<file path="src/rtl/timer_alarm.sv">
// Programmable alarm stage fed by a 15-bit wrapping timer: one-shot or periodic
// deadlines, sticky pending flag and a saturating count of alarms missed while pending.
//
// state | meaning
// IDLE  | disarmed, accepting arm requests
// ARMED | deadline loaded, comparing timer_q against it every valid cycle
module timer_alarm #(
   parameter int MAX_DELAY = 16383,
   parameter int MISS_W    = 8
) (
   input  logic              clock,
   input  logic              reset,
   input  logic              clock_valid,
   input  logic [15:0]       timer_in,
   input  logic              set_valid,
   output logic              set_ready,
   input  logic [14:0]       set_delay,
   input  logic              set_periodic,
   input  logic              cancel,
   input  logic              ack,
   output logic              armed,
   output logic              alarm_pending,
   output logic [MISS_W-1:0] missed_count
);

   typedef enum logic {IDLE = 1'b0, ARMED = 1'b1} state_t;

   localparam logic [14:0]       MAX_D    = 15'(MAX_DELAY);
   localparam logic [MISS_W-1:0] MISS_MAX = '1;
   localparam logic [MISS_W-1:0] MISS_ONE = {{(MISS_W-1){1'b0}}, 1'b1};

   state_t      state, state_nxt;
   logic [14:0] timer_q, deadline, period, diff, delay_c;
   logic        mode, reached, fire, accept;
   logic        unused_timer_msb;

   assign unused_timer_msb = timer_in[15];

   always_comb begin
      delay_c = set_delay;
      if (set_delay == 15'd0)
         delay_c = 15'd1;
      else if (set_delay > MAX_D)
         delay_c = MAX_D;
   end

   // Deadlines are at most half the wrap range ahead, so the sign bit of the
   // modular difference tells "reached" from "still ahead".
   assign diff    = timer_q - deadline;
   assign reached = ~diff[14];
   assign accept  = set_valid & set_ready;
   assign fire    = clock_valid & (state == ARMED) & reached & ~cancel;

   always_ff @(posedge clock or posedge reset) begin
      if (reset)
         state <= IDLE;
      else if (clock_valid)
         state <= state_nxt;
   end

   always_comb begin
      state_nxt = state;
      case (state)
         IDLE:    if (accept) state_nxt = ARMED;
         ARMED:   if (cancel || (fire && !mode)) state_nxt = IDLE;
         default: state_nxt = IDLE;
      endcase
   end

   always_comb begin
      armed     = (state == ARMED);
      set_ready = clock_valid & (state == IDLE) & ~cancel;
   end

   // Periodic reload advances from the old deadline so the period never drifts.
   always_ff @(posedge clock or posedge reset) begin
      if (reset) begin
         timer_q  <= '0;
         deadline <= '0;
         period   <= '0;
         mode     <= 1'b0;
      end else if (clock_valid) begin
         timer_q <= timer_in[14:0];
         if (accept) begin
            deadline <= timer_q + delay_c;
            period   <= delay_c;
            mode     <= set_periodic;
         end else if (fire && mode) begin
            deadline <= deadline + period;
         end
      end
   end

   always_ff @(posedge clock or posedge reset) begin
      if (reset) begin
         alarm_pending <= 1'b0;
         missed_count  <= '0;
      end else if (clock_valid) begin
         if (fire) begin
            alarm_pending <= 1'b1;
            if (ack)
               missed_count <= '0;
            else if (alarm_pending && missed_count != MISS_MAX)
               missed_count <= missed_count + MISS_ONE;
         end else if (ack) begin
            alarm_pending <= 1'b0;
            missed_count  <= '0;
         end
      end
   end

endmodule

</file>
<file path="config.mk">
export PLATFORM = sky130hd
export DESIGN_NAME = timer_alarm
export DESIGN_NICKNAME = d
export VERILOG_FILES = /design/src/rtl/timer_alarm.sv
export SDC_FILE = /design/constraint.sdc
export NUM_CORES = 1
export LEC_CHECK = 0
export ABC_AREA = 0
export ABC_CLOCK_PERIOD_IN_PS = 3900
export BUFFER_PORTS_ARGS = -buffer_cell sky130_fd_sc_hd__buf_2
export CORE_UTILIZATION = 42
export CTS_CLUSTER_DIAMETER = 30
export DETAILED_ROUTE_END_ITERATION = 7
export PLACE_DENSITY = 0.62
export SKIP_LAST_GASP = 1
export SLEW_MARGIN = 20
export SYNTH_ARGS = -nofsm -noshare
export SYNTH_HDL_FRONTEND = slang
export SYNTH_SLANG_ARGS = --single-unit
</file>
<file path="constraint.sdc">
create_clock -name clock -period 3.9 [get_ports clock]
set_input_delay 0.195 -clock clock [delete_from_list [all_inputs] [get_ports clock]]
set_output_delay 0.195 -clock clock [all_outputs]
set_load 0.03 [all_outputs]
</file>
==> flow_metrics.tcl, run 1 <==
set metrics [dict create \
    p_int_mw 1.67 \
    setup_ws_ns 0.728 \
    clk_pin_slew_ns 0.10 \
    synthCells 475 \
    wl_per_cell_um 15.8 \
    routed_via_density 5.52 \
    rsz0062_at_grt "false" \
    yosysTopAreaCell "dfrtp_1" \
    drc 0 \
    antenna_left 0 \
    fillers 976 \
    clock-sinks 56 \
    r2r-end "deadline[14]" \
    p_sw_mw 1.25 \
    vias 3602 \
    die-area_um2 10600 \
    core_area_um2 9820 \
    multi_input_area_um2 2710 \
    critPathRequiredTime_ns 4.09 \
    nNetsFinal 600 \
    place_area_um2 4650 \
    worstSetupPathType "input port to flop" \
    syn_area_um2 4290 \
    finalSetupTns_ns 0 \
    cts_max_path_buffers 2 \
    areaGrowthSynthToFinish_pct 11.4 \
    ys_async_sr_fraction_pct 100 \
    cts_resized 0 \
    hold_class "input port to async pin" \
    dp_hpwl_mm 7.84 \
    grt_overflow_total 0 \
    max_clock_freq_mhz 315 \
    ys_seq_elements 56 \
    synth_compound_area_share_pct 19.2 \
    hold_ws_ns 0.0277 \
    grt_pass1_vias 3479 \
    cts_htree_levels 2 \
    synthTopCellsByArea "dfrtp_1, ha_1, mux2_2" \
    initial_core_util_pct 43.7 \
    worst_pin_slew_ns 0.815 \
    slew_viol_final 0 \
    synthFlopType "dfrtp_1" \
    rr_worst_depth 8 \
    synth.mux.area_fraction_pct 10.1 \
    num_rows 36 \
    synth_top_family_by_area "compound AO/OA/AOI/OAI gates" \
    cts_setup_buffers 0 \
    ys_seq_area_share_pct 32.7 \
    fin_crit_sh_pct 81.3 \
    path_max_fanout 4 \
    syn_nets 557 \
    cp_data_arrival_time_ns 3.36 \
    combinationalPowerShare_pct 55.8 \
    leakagePower_nw 2.11 \
    dr.pass1.iters 4 \
    clock_skew_ns 0.00430 \
    ys_types 59 \
    tritoncts "yes" \
    clockPowerShare_pct 14.7 \
    synthAdderAreaFrac_pct 13.2 \
    synth_enable_flop_cells 0 \
    dp_slack_ns 0.404 \
    avgSynthCellArea_um2 9.03 \
    portBuffers 47 \
    drive_above_1_share_pct 20.4 \
    p_seq_share_pct 29.5 \
    die_w_um 103 \
    root_buffer "clkbuf_8" \
    seq_area_um2 1400 \
    p_sw_share_pct 42.8 \
    grt_usage_pct 21.2 \
    clock_latency_ns 0.31 \
    pin_count 49 \
    synth_warnings 0 \
    startpoint_type "input port" \
    max_cap_violations 0 \
    num_antenna_cells 0 \
    postCtsHoldBufs 0 \
    rrSetupSlack_ns 0.91 \
    r2r_start "deadline[13]" \
    hold_viol 0 \
    cts_made_buffers 5 \
    netlist.area_leader.share_pct 32.7 \
    chipHeight_um 103 \
    grt_pass1_wl_mm 17.2 \
    outcome "finished, final reports clean" \
    synth-xor-area-share_pct 4.29 \
    wirelength_mm 10.3 \
    irDropWorstVdd_v 0.000236 \
    cp-end-kind "flop" \
    final_cell_area_um2 4780 \
    yosys.area_share.simple_pct 16.5 \
    antenna_found_initial 0 \
    grt_max_degree 37 \
    finalSetupViolations 0 \
    p_per_area_nw_per_um2 610 \
    gp_congestion 0.851 \
    fin_crit_ns 3.17 \
    drtIter0Drc 153 \
    max_slew_margin_pct 45.6 \
]
-- per-layer routing --
metal / GRT usage [%] / vias to the layer above / wire [um]
li1: - / 1804 / -
met1: 30.5 / 1696 / 5270
met2: 33.6 / 92 / 4520
met3: 2.78 / 10 / 366
met4: 4.98 / 0 / 150
met5: 0 / - / 0
-- worst max-delay path by stage --
| stage | startpoint | to | slack [ns] | cells past startpoint |
|---|---|---|---|---|
| 2_1_floorplan | set_delay[10] | deadline[14] | 1.05 | 13 |
| 6_report | set_delay[10] | deadline[14] | 0.73 | 14 |
| 5_1_grt | set_delay[10] | deadline[14] | 0.35 | 14 |
| 3_3_place_gp | set_delay[10] | deadline[14] | 0.47 | 14 |
| 3_5_place_dp | set_delay[10] | deadline[14] | 0.40 | 14 |
| 4_1_cts | set_delay[10] | deadline[14] | 0.73 | 14 |
-- power by group through the flow --
stage	sequential, mW	combinational (mW)	clock [mW]
6_report	0.860	1.63	0.427
3_3_place_gp	0.866	1.57	0
3_5_place_dp	0.869	1.59	0
5_1_grt	0.880	1.84	0.465
4_1_cts	0.857	1.61	0.441
2_1_floorplan	0.832	1.30	0
-- state kept, by name, indices dropped and copies added, names as in the netlist --
| register | count |
|---|---|
| period | 15 |
| missed_count | 8 |
| alarm_pending | 1 |
| armed | 1 |
| mode | 1 |
| timer_q | 15 |
| deadline | 15 |
-- placed cells by master, fill, tap and decap left out, drive strengths merged, types with 4 or more instances in the layout --
cell type	synthesis	final
a211oi	4	4
a21o	6	6
a21oi	43	43
a31oi	9	9
and3	4	4
buf	4	50
clkbuf	10	7
dfrtp	56	56
ha	42	42
inv	30	30
mux2	28	28
mux2i	11	11
nand2	43	43
nand2b	6	6
nand3	13	13
nor2	31	31
nor3	8	8
o21a	6	6
o21ai	30	30
o21bai	4	4
or2	14	14
xnor2	13	13
xor2	8	8
-- through the flow --
stage / total power, mW / cells / utilization, %
2_1_floorplan: 2.13 / 475 / -
3_3_place_gp: 2.44 / 644 / 47.4
3_5_place_dp: 2.46 / 644 / 47.4
4_1_cts: 2.91 / 652 / 48.6
5_1_grt: 3.18 / 652 / 48.6
6_report: 2.92 / 652 / 48.6
-- cell families (layout without fill, tap and decap cells) --
kind of cell,Yosys count,count (layout)
and+or+nand+nor,142,142
xor gates and xnor gates,21,21
buffers and inverters,44,88
adders and majority gates,44,44
AOI/OAI and AO/OA,129,129
muxes,39,39
DFF,56,56
-- cell usage after synthesis, drive strengths merged, types with 3 or more instances --
cell	number
mux2	28
nand3b	3
nor3b	3
nand2b	6
o211ai	3
a21oi	43
a211o	3
ha	42
and2	3
nor2	31
and3	4
mux2i	11
or2	14
xor2	8
buf	4
o21a	6
o21ai	30
dfrtp	56
nand2	43
clkbuf	10
nor3	8
nand3	13
xnor2	13
a21o	6
a211oi	4
o21bai	4
o22ai	3
a31oi	9
inv	30
-- worst max-delay path: stages --
cell and delay [ns]:
buf_2 0.10, or4_1 0.50, nor3_1 0.25, a311o_1 0.26, ha_1 0.19, inv_1 0.06, fa_1 0.39, nor2b_1 0.16
o31ai_1 0.15, a21oi_1 0.17, o21ai_0 0.19, nor3b_1 0.20, a2111oi_0 0.39, o22ai_1 0.14
-- area by class of cell --
class	count	share of cell area (%)
flip-flops and latches	56	29.3
clock inverters	1	0.629
repair buffers	50	5.40
clock buffers	7	2.02
well taps	133	3.48
inverters	30	2.36
multi-input cells	375	56.8
Power figures use the tool's default switching activity.
==> inputs of run 2 (changes only) <==
Settings changed: ABC_CLOCK_PERIOD_IN_PS 3900 to 3000.
Clock period 3.9 ns to 3 ns, I/O delays scaled along.
==> run 2 against run 1 <==
  * Sequential cell count did not move
  * Sequential power rose by 30%
  * Final cell count rose by 2.1%
  * Wire length up 3.3%
  * First-iteration DRC count shrank 27%
  * Register-to-register slack worse by 0.66 ns
  * Global-route usage is 0.33 points higher
  * Power rose by 29%
  * Hold slack got worse by 0.0011 ns
  * Cell area up 2.1%
  * Core utilization is 1.0 points higher
  * Critical path depth is the same
  * Largest power group unchanged
  * Highest routed layer unchanged
==> flow_metrics.tcl, run 2 (synthesized netlist as in run 1, its figures left out) <==
set metrics [dict create \
    grt_pass1_vias 3503 \
    portBuffers 47 \
    antenna_found_initial 0 \
    mostFrequentLayoutCell "dfrtp_1" \
    leakagePower_nw 2.17 \
    grt_usage_pct 21.5 \
    path_max_fanout 2 \
    critical_path.cell_chain "buf_2 > or4_1 > nor3_2 > a311o_1 > ha_1 > inv_1 > fa_1 > nor2b_1 > o31ai_1 > a21oi_1 > o21ai_1 > nor3b_1 > a2111oi_2 > o22ai_1" \
    grt_max_degree 32 \
    top_regs "deadline: 15 flops, period: 15 flops, timer_q: 15 flops" \
    place_area_um2 4760 \
    gp_congestion 0.860 \
    r2r_start "timer_q[13]" \
    die_w_um 103 \
    cp_data_arrival_time_ns 2.96 \
    max_clock_freq_mhz 361 \
    outcome "finished, final reports clean" \
    setup_ws_ns 0.231 \
    finalSetupViolations 0 \
    cts_max_path_buffers 2 \
    critical_path.top_delay_family "compound AO/OA/AOI/OAI gates" \
    cts_made_buffers 5 \
    grt_pass1_wl_mm 17.3 \
    drc 0 \
    grt_overflow_total 0 \
    dp_hpwl_mm 8.20 \
    max_cap_violations 0 \
    slew_viol_final 0 \
    rsz0062_at_grt "false" \
    areaGrowthSynthToFinish_pct 13.7 \
    dp_slack_ns -0.373 \
    vias 3669 \
    core_area_um2 9820 \
    antenna_left 0 \
    initial_core_util_pct 43.7 \
    p_per_area_nw_per_um2 770 \
    startpoint_type "input port" \
    dr.pass1.iters 4 \
    drtIter0Drc 111 \
    irDropWorstVdd_v 0.000321 \
    routed_via_density 5.51 \
    drive_above_1_share_pct 22.7 \
    final_cell_area_um2 4880 \
    chipHeight_um 103 \
    die-area_um2 10600 \
    num_antenna_cells 0 \
    wl_per_cell_um 16.0 \
    root_buffer "clkbuf_8" \
    worst_pin_slew_ns 0.513 \
    hold_start "set_periodic" \
    pin_count 49 \
    worstSetupStartpoint "set_delay[10]" \
    clk_pin_slew_ns 0.09 \
    clock_skew_ns 0.0141 \
    wirelength_mm 10.6 \
    final_cell_mix "dfrtp_1, buf_2, nand2_1, a21oi_1, ha_1" \
    nNetsFinal 614 \
    clock_latency_ns 0.32 \
    num_rows 36 \
    cts_htree_levels 2 \
    hold_viol 0 \
    slowest_stage "or4_1" \
    final_core_util_pct 49.7 \
    clock-sinks 56 \
    fin_crit_sh_pct 92.3 \
    cp-end-kind "flop" \
    crit_buf_inv 2 \
    hold_class "input port to flop" \
    tritoncts "yes" \
    cts_setup_buffers 0 \
    max_slew_margin_pct 65.8 \
    p_total_mw 3.76 \
    fin_crit_ns 2.77 \
    critPathRequiredTime_ns 3.19 \
    worstSetupPathType "input port to flop" \
    critPathMaxStageDelay_ns 0.53 \
]
[run 2: report_power, final]
part,switching (mW),internal (mW)
sequential,0.172,0.945
clock,0.266,0.190
combinational,1.20,0.981
[run 2: path summary, 6_finish.rpt]
kind	depth (start not counted)	slack, ns	end
max	14	0.23	deadline[14]
min	3	0.03	mode
max reg2reg	7	0.25	deadline[14]
min reg2reg	2	0.51	period[0]
max in group asynchronous	4	1.97	deadline[8]
min in group asynchronous	3	0.37	missed_count[2]
[run 2: cell type report]
class / count / area, um2
flip-flops and latches: 56 / 1400
multi-input cells: 375 / 2720
clock buffers: 6 / 82.6
clock inverters: 2 / 13.8
fillers: 972 / 4940
well taps: 133 / 166
inverters: 30 / 113
repair buffers: 64 / 378
[run 2: timing repair]
item,CTS,global route
hold endpoints to repair,20,0
hold buffers,1,0
setup endpoints to repair,1,2
gates resized for setup,1,3
[run 2: layer usage]
metal	track usage (%)	vias to the layer above	wire [um]
met5	0	-	0
met4	5.63	0	155
met3	3.46	12	371
met2	34.4	64	4740
met1	30.2	1761	5380
li1	-	1832	-
[run 2: worst register-to-register path, cell delays in order, from the launching register on]
cell,delay [ns]
dfrtp_1,0.42
ha_1,0.33
nand4_1,0.20
or4_4,0.62
o21ai_4,0.19
mux2_2,0.37
a2111oi_2,0.36
o22ai_1,0.13
[run 2: through the flow]
stage          cells  hold slack (ns)  TNS (ns)
2_1_floorplan    475            0.255         0
3_3_place_gp     657            0.208    -0.594
3_5_place_dp     657            0.199    -0.854
4_1_cts          666           0.0182         0
5_1_grt          666           0.0233         0
6_report         666           0.0265         0
